[src/rtl/snake_move_scheduler.sv]
// Paces snake moves, runs the move_req/move_ack handshake with the body-shift datapath,
// strobes the collision check after each completed move and tracks speed level from apples.
module snake_move_scheduler #(
  parameter int BASE_PERIOD      = 25_000_000,
  parameter int STEP             = 2_500_000,
  parameter int LEVELS_MAX       = 7,
  parameter int APPLES_PER_LEVEL = 5,
  parameter int ACK_TIMEOUT      = 255
) (
  input  logic        CLK_50M,
  input  logic        RSTn,
  input  logic [1:0]  game_status,
  input  logic        restart,
  input  logic        add_cube,
  input  logic        move_ack,
  output logic        move_req,
  output logic        check_strobe,
  output logic [2:0]  speed_level,
  output logic [15:0] move_count,
  output logic        fault
);
  // state | meaning
  // IDLE  | not playing, divider parked at 0
  // WAIT  | counting toward the next move tick
  // REQ   | move_req high, waiting for move_ack or timeout
  // CHK   | one-cycle collision-check strobe

  localparam int DIV_W = $clog2(BASE_PERIOD);
  localparam int TMO_W = $clog2(ACK_TIMEOUT + 1);
  localparam int APL_W = $clog2(APPLES_PER_LEVEL + 1);
  localparam logic [1:0] GS_PLAY = 2'b10;

  typedef enum logic [1:0] {IDLE, WAIT, REQ, CHK} state_t;

  state_t            state_q, state_d;
  logic [DIV_W-1:0]  div_q, div_d;
  logic [TMO_W-1:0]  tmo_q, tmo_d;
  logic [APL_W-1:0]  apple_cnt_q, apple_cnt_d;
  logic [2:0]        speed_level_q, speed_level_d;
  logic [15:0]       move_count_q, move_count_d;
  logic              move_req_q, move_req_d;
  logic              fault_q, fault_d;
  logic              play, tick, acked, timed_out;
  logic [31:0]       tick_limit;

  assign play = (game_status == GS_PLAY);

  // Limit follows the live speed level, so a level-up mid-count takes effect at once.
  assign tick_limit = 32'(BASE_PERIOD) - 32'(speed_level_q) * 32'(STEP) - 32'd1;
  assign tick       = (32'(div_q) >= tick_limit);

  always_comb begin
    state_d    = state_q;
    div_d      = div_q;
    tmo_d      = tmo_q;
    move_req_d = move_req_q;
    acked      = 1'b0;
    timed_out  = 1'b0;
    case (state_q)
      IDLE: begin
        div_d = '0;
        if (play) state_d = WAIT;
      end
      WAIT: begin
        if (!play) begin
          div_d   = '0;
          state_d = IDLE;
        end else if (tick) begin
          div_d      = '0;
          tmo_d      = '0;
          move_req_d = 1'b1;
          state_d    = REQ;
        end else begin
          div_d = div_q + 1'b1;
        end
      end
      REQ: begin
        // The handshake always completes, even if play ends while it is pending.
        if (move_ack) begin
          move_req_d = 1'b0;
          acked      = 1'b1;
          state_d    = CHK;
        end else if (tmo_q >= TMO_W'(ACK_TIMEOUT - 1)) begin
          move_req_d = 1'b0;
          timed_out  = 1'b1;
          state_d    = play ? WAIT : IDLE;
        end else begin
          tmo_d = tmo_q + 1'b1;
        end
      end
      CHK: state_d = play ? WAIT : IDLE;
      default: state_d = IDLE;
    endcase
  end

  always_comb begin
    apple_cnt_d   = apple_cnt_q;
    speed_level_d = speed_level_q;
    move_count_d  = move_count_q;
    fault_d       = fault_q;
    if (restart) begin
      apple_cnt_d   = '0;
      speed_level_d = '0;
      move_count_d  = '0;
      fault_d       = 1'b0;
    end else begin
      if (add_cube) begin
        if (apple_cnt_q == APL_W'(APPLES_PER_LEVEL - 1)) begin
          apple_cnt_d = '0;
          if (speed_level_q < 3'(LEVELS_MAX)) speed_level_d = speed_level_q + 1'b1;
        end else begin
          apple_cnt_d = apple_cnt_q + 1'b1;
        end
      end
      if (acked && (move_count_q != 16'hFFFF)) move_count_d = move_count_q + 1'b1;
      if (timed_out) fault_d = 1'b1;
    end
  end

  always_ff @(posedge CLK_50M or negedge RSTn) begin
    if (!RSTn) begin
      state_q       <= IDLE;
      div_q         <= '0;
      tmo_q         <= '0;
      apple_cnt_q   <= '0;
      speed_level_q <= '0;
      move_count_q  <= '0;
      move_req_q    <= 1'b0;
      fault_q       <= 1'b0;
    end else begin
      state_q       <= state_d;
      div_q         <= div_d;
      tmo_q         <= tmo_d;
      apple_cnt_q   <= apple_cnt_d;
      speed_level_q <= speed_level_d;
      move_count_q  <= move_count_d;
      move_req_q    <= move_req_d;
      fault_q       <= fault_d;
    end
  end

  assign move_req     = move_req_q;
  assign check_strobe = (state_q == CHK);
  assign speed_level  = speed_level_q;
  assign move_count   = move_count_q;
  assign fault        = fault_q;

endmodule

[config.mk]
export PLATFORM = sky130hd
export DESIGN_NAME = snake_move_scheduler
export DESIGN_NICKNAME = d
export VERILOG_FILES = /design/src/rtl/snake_move_scheduler.sv
export SDC_FILE = /design/constraint.sdc
export NUM_CORES = 1
export LEC_CHECK = 0
export ABC_AREA = 1
export BUFFER_PORTS_ARGS = -buffer_cell sky130_fd_sc_hd__buf_2
export CORE_ASPECT_RATIO = 0.75
export CORE_MARGIN = 2
export CORE_UTILIZATION = 45
export DETAILED_ROUTE_END_ITERATION = 6
export SLEW_MARGIN = 5
export SYNTH_ARGS = -nofsm -noshare
export SYNTH_HDL_FRONTEND = slang
export SYNTH_SLANG_ARGS = --single-unit
[constraint.sdc]
create_clock -name CLK_50M -period 5.4 [get_ports CLK_50M]
set_input_delay 1.08 -clock CLK_50M [delete_from_list [all_inputs] [get_ports CLK_50M]]
set_output_delay 1.08 -clock CLK_50M [all_outputs]
set_load 0.005 [all_outputs]
==> flow_summary.ini <==
[cells_and_area]
syn_to_final_growth_pct = 12.0
final_area_um2 = 5420
diodes = 0
layout-drive-gt1-share = 0.150
final_nets = 754

[die]
coreArea_um2 = 10400
start_util = 0.467
rows = 32
io_pins = 29
fp.dieH_um = 93.8
dieArea_um2 = 11600
die_x_um = 124

[place]
dp_hpwl_mm = 8.68
place_congestion = 0.899
port_buffers = 28
placed_area_um2 = 5150

[global_route]
grt_use_total = 0.216
first_global_vias = 4158
antenna_found_initial = 0
grt-ovfl-total = 0
grt_pass1_wl_mm = 19.8
grt_max_degree = 60

[sta]
fin_setup_tns_ps = 0
slew_headroom = 0.494
worstMarginPinSlew_ps = 758
drv_slew = 0
grt_setup_unrepaired = no
clock_skew_ps = 4.08
fmax_mhz = 207
min_period_over_period = 0.893
setup_viol = 0
hold_viol = 0
period_minus_slack_ps = 4820

[clock_network]
hold_buffers = 0
root_buffer = clkbuf_16
path_clk_slew_ps = 50
clk_path_buf_depth = 2
cts_tree = done
numCtsBuffers = 9
cts.sinks = 59
cts-htree-levels = 3
clock_latency_ps = 330

[route]
dr.pass1.iters = 5
routed_wl_mm = 11.4
vias = 4399
route.detailed.drc = 0
drtIter0Drc = 270
post_drt_wl_per_cell_um = 13.5
detail-route-antenna-nets = 0
viasPerCell = 5.21

[synth]
synth_edf_count = 0
synth_top_area_frac = 0.305
synth_most_common_cell = nand2_1
ys_seq_area_frac = 0.305
netlist_area_um2 = 4840
synthCells = 668
postSynthAreaPerCell_um2 = 7.24
synth_warnings = 0
synth_seq_cells = 59
yosysTopAreaCell = dfrtp_1
synth_flop_cell = dfrtp_1
synth_nets = 717
yosys-top-cells-count = nand2_1 (145), inv_1 (82), nor2_1 (75), dfrtp_1 (59), nand3_1 (52)
synth_cell_types = 40
synthTopCellsByArea = dfrtp_1 (31%), nand2_1 (11%), ha_1 (10%), inv_1 (6.4%), nor2_1 (5.8%)
async_flop_share = 1.00

[job]
timing.max_cap.violations = 0

[setup_path]
max_stage_delay_ps = 540
crit_path_end_kind = flop
crit_fanout = 20
critPathSlowestCell = fa_1
crit_required_ps = 5650
crit_path_start_kind = flop
criticalPathCategory = flop to flop
crit_arrival_ps = 5080

[power_and_ir_drop]
peakVddDrop_uv = 133
power_density_nw_per_um2 = 274
p_leak_uw = 0.00263

[outcome]
status = finished clean

[worst_hold_path]
holdCritPathClass = flop to flop
-- timing repair --
action / 4_1_cts / 5_1_grt
endpoints found under the setup margin: 0 / 28
setup buffers: 0 / 0
gates resized for setup: 0 / 1
-- worst paths after layout --
kind / slack (ps) / endpoint / from / cells past startpoint
worst max-delay path: 580 / div_q[14] / speed_level[1] / 28
worst min-delay path: 510 / fault / fault / 1
worst max register to register: 580 / div_q[14] / speed_level[1] / 28
worst min register to register: 510 / fault / fault / 1
max in group asynchronous: 3980 / speed_level[1] / RSTn / 2
min in group asynchronous: 890 / move_count[11] / RSTn / 2
-- final cells by class --
cell class	instances	area, µm²
inverters	93	349
repair buffers	31	163
clock inverters	5	30.0
clock buffers	10	239
multi-input cells	511	2990
flip-flops and latches	59	1480
well taps	136	170
fillers	1013	4950
-- kinds of logic (layout without fill, tap and decap cells) --
kind of cell | count (synthesis) | after routing | synth area share
xor+xnor | 37 | 37 | 0.0685
flops | 59 | 59 | 0.305
buf+inv | 98 | 139 | 0.0768
compound gates | 67 | 67 | 0.0809
simple gates | 365 | 365 | 0.357
fa+ha+maj | 42 | 42 | 0.112
-- registers in the layout, summed over array words and instances, names as in the netlist --
name,count
fault,1
move_req,1
speed_level,3
state_q,2
tmo_q,8
apple_cnt_q,3
div_q,25
move_count,16
-- layout by cell type, fill, tap and decap left out, types with 4 or more instances in the layout --
cell       netlist  layout
ha_1            40      40
a21oi_1         23      23
inv_1           82      82
nand2_2         20      20
nor2_1          75      75
nor3_1          25      25
nor4_1           4       4
o21ai_0         28      28
nand4_1         16      16
nand2_1        145     145
nand3_2          9       9
dfrtp_1         59      58
nor3_2           4       4
xor2_1          26      26
xnor2_1         10      10
inv_2           10      10
clkbuf_16        0       9
buf_2            3      28
nand3_1         52      52
-- through the flow --
stage / worst slack [ps] / hold WS, ps / std cells / utilization / total power, µW
finish: 579 / 509 / 845 / 0.523 / 1480
global route: 100 / 546 / 845 / 0.523 / 1590
CTS: 435 / 516 / 845 / 0.522 / 1500
detailed placement: 477 / 504 / 830 / 0.497 / 964
global placement: 672 / 471 / 830 / 0.497 / 951
floorplan: 891 / 483 / 668 / - / 848
-- critical path: cells and delay by family (launching register included) --
kind                       cells  cell delay [ps]
adders and majority gates      4             1460
buffers and inverters          5              480
DFF                            1              500
AOI/OAI and AO/OA              4              590
and+or+nand+nor               15             1700
-- report_power, final --
group / internal, µW / switching, µW
Clock: 317 / 210
Combinational: 147 / 311
Sequential: 464 / 33.8
-- layer usage --
layer / track usage / wire [µm] / up-vias
met2: 0.327 / 5000 / 94
met3: 0.0425 / 477 / 17
met1: 0.307 / 5720 / 2041
met5: 0 / 0 / -
li1: - / - / 2247
met4: 0.0710 / 202 / 0
Note: power is estimated with default switching activity, not from simulation.
